--- config.mk ---
export PLATFORM = sky130hd
export DESIGN_NAME = as_test_monitor
export DESIGN_NICKNAME = d
export VERILOG_FILES = /design/src/rtl/as_test_monitor.sv
export SDC_FILE = /design/constraint.sdc
export NUM_CORES = 1
export LEC_CHECK = 0
export CORE_ASPECT_RATIO = 2
export CORE_MARGIN = 2
export CORE_UTILIZATION = 56
export CTS_CLUSTER_DIAMETER = 80
export DETAILED_ROUTE_END_ITERATION = 10
export DONT_BUFFER_PORTS = 1
export GPL_ROUTABILITY_DRIVEN = 1
export MAX_ROUTING_LAYER = met4
export PLACE_DENSITY = 0.71
export SYNTH_ARGS = -nofsm -noshare
export SYNTH_HDL_FRONTEND = slang
export SYNTH_SLANG_ARGS = --single-unit
--- constraint.sdc ---
create_clock -name clk_i -period 6.05 [get_ports clk_i]
set_input_delay 0.9075 -clock clk_i [delete_from_list [all_inputs] [get_ports clk_i]]
set_output_delay 0.9075 -clock clk_i [all_outputs]
set_load 0.02 [all_outputs]
--- src/rtl/as_test_monitor.sv ---
// Self-check monitor: per-channel verdict FSMs fed by chip-select status writes,
// aggregated into done/pass/fail with first-failure capture. Watchdog: AS_TESTMON_TIMEOUT_EN.
module as_testmon_ch #(
  parameter int unsigned DATA_W         = 8,
  parameter int unsigned PROGRESS_CODE  = 4,
  parameter int unsigned PASS_CODE      = 1,
  parameter int unsigned MIN_PROGRESS   = 1,
  parameter int unsigned CNT_W          = 8,
  parameter int unsigned TIMEOUT_CYCLES = 1024
) (
  input  logic              clk_i,
  input  logic              rstn_i,
  input  logic              start_i,
  input  logic              wr_i,
  input  logic [DATA_W-1:0] data_i,
  output logic [2:0]        state_o,
  output logic [2:0]        state_d_o,
  output logic [CNT_W-1:0]  prog_o,
  output logic [DATA_W-1:0] fcode_o
);
  typedef enum logic [2:0] {
    S_IDLE = 3'd0, S_RUN = 3'd1, S_PASS = 3'd2, S_FAIL = 3'd3, S_TMO = 3'd4
  } st_e;

  localparam logic [DATA_W-1:0] PROG_C = DATA_W'(PROGRESS_CODE);
  localparam logic [DATA_W-1:0] PASS_C = DATA_W'(PASS_CODE);
  localparam logic [CNT_W-1:0]  MIN_C  = CNT_W'(MIN_PROGRESS);

  st_e              state_q, state_d;
  logic [CNT_W-1:0] prog_q, prog_d;
  logic             acc;

  assign acc = wr_i && (state_q == S_RUN);

`ifdef AS_TESTMON_TIMEOUT_EN
  localparam int unsigned    WD_W   = (TIMEOUT_CYCLES > 1) ? $clog2(TIMEOUT_CYCLES) : 1;
  localparam logic [WD_W-1:0] WD_LIM = WD_W'(TIMEOUT_CYCLES - 1);
  logic [WD_W-1:0] wd_q, wd_d;
  logic            wd_exp;

  assign wd_exp = (state_q == S_RUN) && (wd_q == WD_LIM);

  // An accepted write in the expiry cycle reloads the count instead of timing out.
  always_comb begin
    wd_d = wd_q;
    if (start_i || acc)                     wd_d = '0;
    else if (state_q == S_RUN && !wd_exp)   wd_d = wd_q + 1'b1;
  end

  always_ff @(posedge clk_i or negedge rstn_i) begin
    if (!rstn_i) wd_q <= '0;
    else         wd_q <= wd_d;
  end
`endif

  always_comb begin
    state_d = state_q;
    prog_d  = prog_q;
    fcode_o = '0;
    if (start_i) begin
      state_d = S_RUN;
      prog_d  = '0;
    end else if (acc) begin
      if (data_i == PROG_C) begin
        if (prog_q != '1) prog_d = prog_q + 1'b1;
      end else if (data_i == PASS_C && prog_q >= MIN_C) begin
        state_d = S_PASS;
      end else begin
        state_d = S_FAIL;
        fcode_o = data_i;
      end
    end
`ifdef AS_TESTMON_TIMEOUT_EN
    else if (wd_exp) begin
      state_d = S_TMO;
    end
`endif
  end

  always_ff @(posedge clk_i or negedge rstn_i) begin
    if (!rstn_i) begin
      state_q <= S_IDLE;
      prog_q  <= '0;
    end else begin
      state_q <= state_d;
      prog_q  <= prog_d;
    end
  end

  assign state_o   = state_q;
  assign state_d_o = state_d;
  assign prog_o    = prog_q;
endmodule

module as_test_monitor #(
  parameter int unsigned DATA_W         = 8,
  parameter int unsigned NR_CH          = 4,
  parameter int unsigned PROGRESS_CODE  = 4,
  parameter int unsigned PASS_CODE      = 1,
  parameter int unsigned MIN_PROGRESS   = 1,
  parameter int unsigned CNT_W          = 8,
  parameter int unsigned TIMEOUT_CYCLES = 1024,
  localparam int unsigned CH_W          = (NR_CH > 1) ? $clog2(NR_CH) : 1
) (
  input  logic                    clk_i,
  input  logic                    rstn_i,
  input  logic                    start_i,
  input  logic                    cs_i,
  input  logic [CH_W-1:0]         ch_i,
  input  logic [DATA_W-1:0]       data_i,
  output logic [3*NR_CH-1:0]      status_o,
  output logic [CNT_W*NR_CH-1:0]  progress_o,
  output logic                    done_o,
  output logic                    pass_o,
  output logic                    fail_o,
  output logic [CH_W-1:0]         fail_ch_o,
  output logic [DATA_W-1:0]       fail_code_o
);
  localparam logic [2:0] ST_PASS = 3'd2;
  localparam logic [2:0] ST_FAIL = 3'd3;
  localparam logic [2:0] ST_TMO  = 3'd4;

  logic [NR_CH-1:0][2:0]        st_q, st_d;
  logic [NR_CH-1:0][CNT_W-1:0]  prog;
  logic [NR_CH-1:0][DATA_W-1:0] fcode;
  logic [NR_CH-1:0]             wr;

  logic              done_q, done_d, pass_q, pass_d, fail_q, fail_d, hit;
  logic [CH_W-1:0]   fail_ch_q, fail_ch_d;
  logic [DATA_W-1:0] fail_code_q, fail_code_d;

  // Channel selects outside 0..NR_CH-1 match no lane and are dropped.
  for (genvar i = 0; i < NR_CH; i++) begin : g_ch
    assign wr[i] = cs_i && !start_i && (ch_i == CH_W'(i));
    as_testmon_ch #(
      .DATA_W(DATA_W), .PROGRESS_CODE(PROGRESS_CODE), .PASS_CODE(PASS_CODE),
      .MIN_PROGRESS(MIN_PROGRESS), .CNT_W(CNT_W), .TIMEOUT_CYCLES(TIMEOUT_CYCLES)
    ) u_ch (
      .clk_i(clk_i), .rstn_i(rstn_i), .start_i(start_i), .wr_i(wr[i]), .data_i(data_i),
      .state_o(st_q[i]), .state_d_o(st_d[i]), .prog_o(prog[i]), .fcode_o(fcode[i])
    );
  end

  // Flags come from next-state so they land on the same edge as status_o.
  // With no failure held, any failing next-state is new; lowest index wins.
  always_comb begin
    done_d      = 1'b1;
    pass_d      = 1'b1;
    fail_d      = 1'b0;
    hit         = 1'b0;
    fail_ch_d   = fail_ch_q;
    fail_code_d = fail_code_q;
    for (int i = 0; i < NR_CH; i++) begin
      if (st_d[i] != ST_PASS && st_d[i] != ST_FAIL && st_d[i] != ST_TMO) done_d = 1'b0;
      if (st_d[i] != ST_PASS) pass_d = 1'b0;
      if (st_d[i] == ST_FAIL || st_d[i] == ST_TMO) begin
        fail_d = 1'b1;
        if (!fail_q && !hit) begin
          hit         = 1'b1;
          fail_ch_d   = CH_W'(i);
          fail_code_d = fcode[i];
        end
      end
    end
    if (start_i) begin
      fail_ch_d   = '0;
      fail_code_d = '0;
    end
  end

  always_ff @(posedge clk_i or negedge rstn_i) begin
    if (!rstn_i) begin
      done_q      <= 1'b0;
      pass_q      <= 1'b0;
      fail_q      <= 1'b0;
      fail_ch_q   <= '0;
      fail_code_q <= '0;
    end else begin
      done_q      <= done_d;
      pass_q      <= pass_d;
      fail_q      <= fail_d;
      fail_ch_q   <= fail_ch_d;
      fail_code_q <= fail_code_d;
    end
  end

  assign status_o    = st_q;
  assign progress_o  = prog;
  assign done_o      = done_q;
  assign pass_o      = pass_q;
  assign fail_o      = fail_q;
  assign fail_ch_o   = fail_ch_q;
  assign fail_code_o = fail_code_q;
endmodule

==> results of run 1 <==
==> kinds of logic (layout without fill, tap and decap cells) <==
| family | after synthesis | count (layout) |
|---|---|---|
| xor gates and xnor gates | 28 | 28 |
| muxes | 5 | 5 |
| and+or+nand+nor | 150 | 150 |
| DFF | 57 | 57 |
| adders and majority gates | 12 | 12 |
| buffers and inverters | 30 | 34 |
| AOI/OAI and AO/OA | 65 | 65 |
==> routing by layer <==
metal	wire length [µm]	track usage [%]	vias to the layer above	share of wire [%]
li1	-	-	1272	-
met1	3010	29.3	1317	36
met2	4600	46.9	86	55
met3	472	8.46	20	5.7
met4	246	13.9	0	3.0
met5	0	-	-	0
==> layout make-up <==
type / instances / area share [%]
clock buffer: 13 / 7.16
clock inverter: 3 / 0.413
tap: 61 / 2.10
multi-input combinational: 260 / 49.2
sequential: 57 / 39.3
inverter: 18 / 1.86
==> power groups by stage <==
stage | Sequential [W] | Clock [W] | Combinational, W
6_report | 0.000407 | 0.000465 | 0.0000438
5_1_grt | 0.000407 | 0.000491 | 0.0000488
4_1_cts | 0.000407 | 0.000476 | 0.0000435
3_5_place_dp | 0.000413 | 0 | 0.0000434
3_3_place_gp | 0.000413 | 0 | 0.0000431
2_1_floorplan | 0.000410 | 0 | 0.0000409
==> final timing paths <==
kind	slack, ns	start	endpoint
max	3.04	start_i	fail_code_o[0]
min	0.27	rstn_i	g_ch[3].u_ch.prog_o[1]
max reg2reg	3.07	g_ch[2].u_ch.prog_o[1]	fail_code_o[0]
min reg2reg	0.67	fail_code_o[5]	fail_code_o[5]
max in group asynchronous	5.68	rstn_i	fail_code_o[4]
min in group clk_i	0.64	start_i	g_ch[3].u_ch.state_o[2]
==> flip-flops by register name (all words and copies together) (netlist names) <==
name / flops
g_ch.u_ch.state_o: 12
g_ch.u_ch.prog_o: 32
fail_o: 1
pass_o: 1
fail_code_o: 8
fail_ch_o: 2
done_o: 1
==> cell usage after synthesis, drive strengths merged, types with 5 or more instances <==
cell type  instances
dfrtp             57
nor2              46
xor2              24
and3              20
inv               18
nand2             14
a21oi             12
ha                12
clkbuf            11
nand3             11
nand4             11
o21ai             10
o2111ai            9
nor2b              7
nor3               7
nor4               7
nor4b              7
mux2i              5
o32ai              5
==> stage by stage <==
step	hold WS [ns]	power [W]
final	0.266	0.000916
after global routing	0.254	0.000948
after CTS	0.254	0.000927
after detailed placement	0.613	0.000456
after global placement	0.613	0.000456
after floorplan	0.612	0.000451
==> worst reg2reg max path, cell delays in order (launching register included) <==
cell and delay [ns]:
dfrtp_1 0.50, inv_1 0.10, ha_1 0.19, nor4b_1 0.44
a211oi_2 0.20, o31ai_1 0.59, nor2_1 0.24, a2111oi_2 0.49
o31ai_1 0.10
==> metrics, run 1 <==
status complete, but fails checks; violated checks design-rule violations; EDFF count, synth 0; critical path type in -> reg; fill cell count 512; Reg power frac 44.4%; Avg WL per Cell 20.2 µm; Vias/cell between 6 and 7; Fin Setup TNS 0 ns; Chip Width 58.6 µm; Yosys top cell by area dfrtp_1; main combinational cell family by area after synthesis simple AND/OR/NAND/NOR gates; Yosys reg bits 57; crit-path cells or3b_2 -> nand4bb_1 -> o31ai_1 -> nor2_1 -> a2111oi_2 -> o31ai_1; final wirelength 8320 µm; Final ANT Viol Nets 0; Layout Cells excl Fill roughly 410; DIE HEIGHT between 100 and 150 µm; design area 3630 µm²; antenna fix cells 0; Root Buffer clkbuf_16; Int Pwr 0.000703 W; DIE AREA 6640 µm²; Avg Cell Area, Syn 9.64 µm²; setup repair bufs after CTS 0; Leakage 1.57 nW; WP data arrival 3.22 ns; post-synthesis compound-gate area fraction 14.6%; I/O pin cnt 71; grt total ovfl 0; Pins Over Slew Limit 0; Synth Area in XOR/XNOR 7.33%; first-pass GRT wire length 13,700 µm; initial antenna violation count 0; critical-path maximum fanout between 60 and 70; Sw Ratio 23.2%; Port Buf Inserts 0; Cell Pwr Density 252 nW/µm²; drt drc 5; cell row count 39; register area share after synthesis 42.6%; # setup viols final 0; share of layout cells above drive strength 1 8.55%; Yosys warnings 0; Final Worst Setup Slack about 3.0 ns; Initial DRC Count 204; post_cts resized 0; crit-path leading delay family compound AO/OA/AOI/OAI gates; Worst Tran Pin Value about 0.75 ns; Nets between 300 and 400; number of buffers created by CTS 9; routability cong. 0.893; CP Capture Type register; vias in the first global route 2,872; WP buf/inv 0; max-cap violation count 0; reg2reg path depth 8; Post-synth top flop dfrtp_1; Clock power frac 50.8%; maximum vdd drop 190 µV; Cells after Synth 347; Initial Util 58.1%; share of the synthesized area in the top cell type approximately 43%; CP required 6.26 ns; RSZ-0062 raised after global routing no; simple-gate share of the synthesized area approximately a quarter; Syn Std Cell Area 3340 µm²; CP dominant cell by count o31ai_1; post-synthesis mux area share 1.50%; Initial DRT Pass Iterations 8; commonest non-fill, non-tap cell in the layout dfrtp_1; hold crit path type in -> async; max_slew headroom 49.7%; Clock Path Buffers 2; sw power between 0.0002 and 0.00025 W; fin util 63.1%; slowest stage delay, CP 0.64 ns; min Tclk post-route 3.01 ns; Register Area 1430 µm²; pre-CTS setup slack 2.73 ns; Tot GR Track Use 28.1%; area post-placement 3360 µm²; vias after detailed routing 2,695; worst clock skew around 0.006 ns; most frequent cells in the layout dfrtp_1, nor2_1, xor2_1, and3_1, inv_1; pin count of the biggest net entering global routing a little under 70; area of the multi-input gates roughly 1800 µm²; hold_buf cts 0; slowest CP cell o31ai_1; Clock Latency Late Sink approximately 0.33 ns; Final Cycle Share 49.8%; combinational share of power approximately 4.8%; Worst path depth 6; HPWL Detailed 5960 µm; Final Hold Fails 0; Peak Freq 332 MHz; H-tree depth 3; syn_nets 373; Distinct cells, synth 55; core area 5760 µm²; Area Overhead vs Synth 8.64%; CTS tree built; clock slew at reported path FFs 0.05 ns; post-synthesis adder-cell area fraction 4.49%; crit start category input port; Sink Count 57; dpl cells just under 400; Area contributors post-synth dfrtp_1, xor2_1, nor2_1; Post-synth ARST share 100%
(Power assumes the default switching activity.)
==> run 2, diff against run 1 <==
--- a/config.mk
+++ b/config.mk
@@ -13,7 +13,7 @@
 export DONT_BUFFER_PORTS = 1
 export GPL_ROUTABILITY_DRIVEN = 1
 export MAX_ROUTING_LAYER = met4
-export PLACE_DENSITY = 0.71
+export PLACE_DENSITY = 0.74
 export SYNTH_ARGS = -nofsm -noshare
 export SYNTH_HDL_FRONTEND = slang
 export SYNTH_SLANG_ARGS = --single-unit
==> constraint.sdc (replaced) <==
create_clock -name clk_i -period 2.7 [get_ports clk_i]
set_input_delay 0.405 -clock clk_i [delete_from_list [all_inputs] [get_ports clk_i]]
set_output_delay 0.405 -clock clk_i [all_outputs]
set_load 0.02 [all_outputs]
==> metrics, run 2 (synthesized netlist as in run 1, its figures left out) <==
hold crit path type in -> reg; H-tree depth 3; Worst Tran Pin Value around 0.54 ns; CTS tree built; Hold Path Origin start_i; met1 wire length 3120 µm; Worst Hold End g_ch[1].u_ch.state_o[1]; first-pass GRT wire length 14,200 µm; CP Capture Type register; HPWL Detailed between 6000 and 7000 µm; pin count of the biggest net entering global routing between 60 and 70; DIE AREA 6640 µm²; RSZ-0062 raised after global routing no; Pins Over Slew Limit 0; maximum vdd drop 419 µV; crit start category register; crit-path cells ha_1 -> nor4b_1 -> buf_4 -> a211oi_1 -> o31ai_1 -> nor2_1 -> a2111oi_2 -> o31ai_1; Port Buf Inserts 0; most frequent cells in the layout dfrtp_1, nor2_1, buf_4, xor2_1, and3_1; Avg WL per Cell 19.3 µm; vias in the first global route 3,048; clock slew at reported path FFs ~0.05 ns; slowest stage delay, CP approximately 0.44 ns; vias after detailed routing roughly 2,900; Area Overhead vs Synth 16.8%; grt total ovfl 0; WP buf/inv 1; Initial DRT Pass Iterations 8; Clock Latency Late Sink 0.33 ns; core area 5760 µm²; Reg-to-Reg Start g_ch[3].u_ch.prog_o[0]; hold_buf cts 2; Tot GR Track Use between 20% and 30%; DR WL met2 approximately 4600 µm; crit-path leading delay family compound AO/OA/AOI/OAI gates; slowest CP cell a2111oi_2; # setup viols final 0; uppermost layer routed met4; reg2reg path depth 8; WP data arrival 2.68 ns; Peak Freq 404 MHz; setup repair bufs after CTS 0; Root Buffer clkbuf_16; Vias/cell 6.43; Chip Width 58.6 µm; Final Cycle Share 91.7%; cell row count 39; Clock Path Buffers 2; min Tclk post-route roughly 2.5 ns; max_slew headroom a little under two thirds; Final ANT Viol Nets 0; pre-CTS setup slack 0.157 ns; drt drc 4; CP required 2.90 ns; Final Worst Setup Slack 0.223 ns; Fin Setup TNS 0 ns; antenna fix cells 0; final wirelength ~8600 µm; CP dominant cell by count o31ai_1; reg-to-reg endpoint fail_code_o[0]; share of layout cells above drive strength 1 15.9%; initial antenna violation count 0; status complete, but fails checks; Sink Count between 50 and 60; Initial Util 58.1%; I/O pin cnt 71; Nets around 400; number of buffers created by CTS 9; number of flip-flops under the largest register name 32; routability cong. a little over 0.9; Initial DRC Count 207; worst hold path depth 1; post_cts resized 0; R2R Setup Slk 0.22 ns; worst clock skew approximately 0.0043 ns; violated checks design-rule violations; met3 wire len 568 µm; max-cap violation count 0; critical-path maximum fanout 4; commonest non-fill, non-tap cell in the layout dfrtp_1; Cell Pwr Density 527 nW/µm²; Final Hold Fails 0; DIE HEIGHT between 100 and 150 µm; Leakage between 1.5 and 2 nW; critical path type reg -> reg
==> run 2: cell count changes in the layout (fill, tap and decap cells not counted) <==
cell and delta:
buf_16 +1, dlygate4sd3_1 +1, clkinv_2 -3, buf_4 +33, clkbuf_1 +1
==> run 2: metal layers <==
| layer | GRT usage, % | up-vias |
|---|---|---|
| met1 | 30.2 | 1378 |
| met5 | - | - |
| met4 | 13.0 | 0 |
| met3 | 8.80 | 27 |
| met2 | 48.2 | 124 |
| li1 | - | 1334 |
==> run 2: worst reg2reg max path, stage by stage (launching register included) <==
cell,delay [ns]
dfrtp_1,0.39
ha_1,0.20
nor4b_1,0.32
buf_4,0.19
a211oi_1,0.09
o31ai_1,0.40
nor2_1,0.20
a2111oi_2,0.44
o31ai_1,0.12
==> run 2: how the worst max path moves through the flow <==
stage | startpoint | end | slack, ns | cells past startpoint
3_5_place_dp | data_i[1] | fail_code_o[2] | 0.16 | 7
6_report | g_ch[3].u_ch.prog_o[0] | fail_code_o[0] | 0.22 | 8
4_1_cts | g_ch[3].u_ch.prog_o[0] | fail_code_o[0] | 0.31 | 8
3_3_place_gp | data_i[4] | fail_code_o[6] | 0.23 | 7
5_1_grt | g_ch[3].u_ch.prog_o[0] | fail_code_o[0] | 0.05 | 8
2_1_floorplan | start_i | fail_code_o[0] | 0.34 | 6
==> run 2: final cells by class <==
cell class / count / area, µm²
clock buffer: 14 / 264
fill: 462 / 1850
inverter: 18 / 67.6
multi-input combinational: 260 / 1790
sequential: 57 / 1430
tap: 61 / 76.3
timing repair buffer: 35 / 285
==> run 2: per-stage QoR <==
step / cells / utilization (%) / total power (W) / area, µm² / hold WS (ns)
floorplan: 347 / - / 0.00101 / 3340 / 0.109
global placement: 429 / 62.6 / 0.00103 / 3610 / 0.111
detailed placement: 429 / 62.6 / 0.00103 / 3610 / 0.111
CTS: 445 / 67.9 / 0.00208 / 3910 / 0.132
global route: 445 / 67.9 / 0.00213 / 3910 / 0.131
finish: 445 / 67.9 / 0.00206 / 3910 / 0.133
==> run 2: where the power goes <==
group	internal, W	total [W]	switching, W
combinational	0.0000502	0.000129	0.0000789
clock	0.000659	0.00102	0.000362
sequential	0.000872	0.000911	0.0000384
total	0.00158	0.00206	0.000479
==> run 3, diff against run 2 <==
--- a/config.mk
+++ b/config.mk
@@ -8,6 +8,7 @@
 export CORE_ASPECT_RATIO = 2
 export CORE_MARGIN = 2
 export CORE_UTILIZATION = 56
+export CTS_BUF_LIST = sky130_fd_sc_hd__clkbuf_2 sky130_fd_sc_hd__clkbuf_4 sky130_fd_sc_hd__clkbuf_8
 export CTS_CLUSTER_DIAMETER = 80
 export DETAILED_ROUTE_END_ITERATION = 10
 export DONT_BUFFER_PORTS = 1
==> metrics, run 3 (synthesized netlist as in run 1, its figures left out) <==
final wirelength between 8000 and 9000 µm; Avg WL per Cell slightly below 20 µm; WP data arrival 2.64 ns; Initial DRC Count approximately 210; drt drc 4; hold crit path type in -> reg; critical path type reg -> reg; Pins Over Slew Limit 0; routability cong. a little over 0.9; setup repair bufs after CTS 0; hold_buf cts 2; Initial DRT Pass Iterations 7; maximum vdd drop 350 µV; DIE HEIGHT 113 µm; min Tclk post-route 2.41 ns; Register Area between 1000 and 1500 µm²; Clock Latency Late Sink 0.35 ns; slowest CP cell a2111oi_2; Peak Freq 415 MHz; first-pass GRT wire length 14,400 µm; fill cell count 478; Vias/cell around 6.5; H-tree depth 3; core area 5760 µm²; Initial Util 58.1%; worst clock skew roughly 0.0056 ns; Fin Setup TNS 0 ns; critical-path maximum fanout 4; DIE AREA 6640 µm²; Final ANT Viol Nets 0; CP dominant cell by count o31ai_1; WP buf/inv 1; Clock Path Buffers 2; total power approximately 0.0018 W; Layout Cells excl Fill 445; Leakage around 1.7 nW; pin count of the biggest net entering global routing 68; slowest stage delay, CP 0.41 ns; CTS tree built; CP required 2.93 ns; Nets 407; Final Hold Fails 0; dpl cells between 400 and 500; share of layout cells above drive strength 1 16.7%; Tot GR Track Use 29.2%; commonest non-fill, non-tap cell in the layout dfrtp_1; number of buffers created by CTS 9; CP Capture Type register; crit-path leading delay family compound AO/OA/AOI/OAI gates; antenna fix cells 0; grt total ovfl 0; status complete, but fails checks; HPWL Detailed 6130 µm; Sink Count 57; initial antenna violation count 0; cell row count 39; Worst Tran Pin Value roughly 0.55 ns; most frequent cells in the layout dfrtp_1, nor2_1, buf_4, xor2_1, and3_1; vias in the first global route 3,079; Cell Pwr Density 463 nW/µm²; violated checks design-rule violations; Port Buf Inserts 0; Root Buffer clkbuf_8; Chip Width approximately 59 µm; Area Overhead vs Synth 14.1%; max-cap violation count 0; # setup viols final 0; vias after detailed routing between 2,000 and 3,000; I/O pin cnt 71; max_slew headroom 63.0%; Final Cycle Share 89.2%; number of flip-flops under the largest register name 32; post_cts resized 0; RSZ-0062 raised after global routing no; area of the multi-input gates 1790 µm²; crit start category register; clock slew at reported path FFs 0.06 ns; crit-path cells ha_1 -> nor4b_1 -> buf_4 -> a211oi_1 -> o31ai_1 -> nor2_1 -> a2111oi_2 -> o31ai_1
## run 3: cell types whose count changed in the layout (fill, tap and decap cells not counted)
cell / delta
clkbuf_8: +9
clkbuf_4: +3
clkbuf_1: -3
clkbuf_16: -9
## run 3: per-stage QoR
stage / utilization [%] / hold slack (ns) / worst slack (ns) / instance area, µm²
global placement: 62.6 / 0.111 / 0.229 / 3610
global route: 66.3 / 0.107 / 0.0591 / 3820
CTS: 66.3 / 0.102 / 0.319 / 3820
floorplan: - / 0.109 / 0.344 / 3340
detailed placement: 62.6 / 0.111 / 0.157 / 3610
finish: 66.3 / 0.115 / 0.292 / 3820
## run 3: per-layer routing
layer / global-route usage [%] / share of wire (%) / vias to the layer above
met1: 30.2 / 35 / 1382
met3: 7.54 / 6.5 / 25
met5: - / 0 / -
met4: 16.4 / 3.4 / 0
li1: - / - / 1336
met2: 48.7 / 55 / 132
## run 3: worst reg2reg max path, delay by kind of cell (launching register included)
family / cells / cell delay [ns]
buf+inv: 1 / 0.19
simple gates: 2 / 0.51
flops: 1 / 0.39
fa+ha+maj: 1 / 0.20
compound gates: 4 / 1.00
## run 3: area by class of cell
type                    instances  area share, %
flip-flops and latches         57           37.4
well taps                      61           2.00
clock buffers                  14           4.56
inverters                      18           1.77
repair buffers                 35           7.47
multi-input cells             260           46.8
## run 3: final timing paths
check	startpoint	to	slack, ns	cells after the start
setup / recovery	g_ch[3].u_ch.prog_o[0]	fail_code_o[0]	0.29	8
hold / removal	start_i	g_ch[0].u_ch.prog_o[6]	0.11	1
hold reg to reg	g_ch[1].u_ch.state_o[0]	g_ch[1].u_ch.state_o[0]	0.66	3
max in group asynchronous	rstn_i	g_ch[3].u_ch.prog_o[4]	1.88	2
setup reg to reg	g_ch[3].u_ch.prog_o[0]	fail_code_o[0]	0.29	8
min in group asynchronous	rstn_i	g_ch[3].u_ch.prog_o[7]	0.59	2
## run 3: power breakdown
group          internal, W  total (W)  switching (W)
Combinational    0.0000503   0.000129      0.0000792
Clock             0.000404   0.000728       0.000324
Sequential        0.000870   0.000909      0.0000382
Total              0.00132    0.00177       0.000442
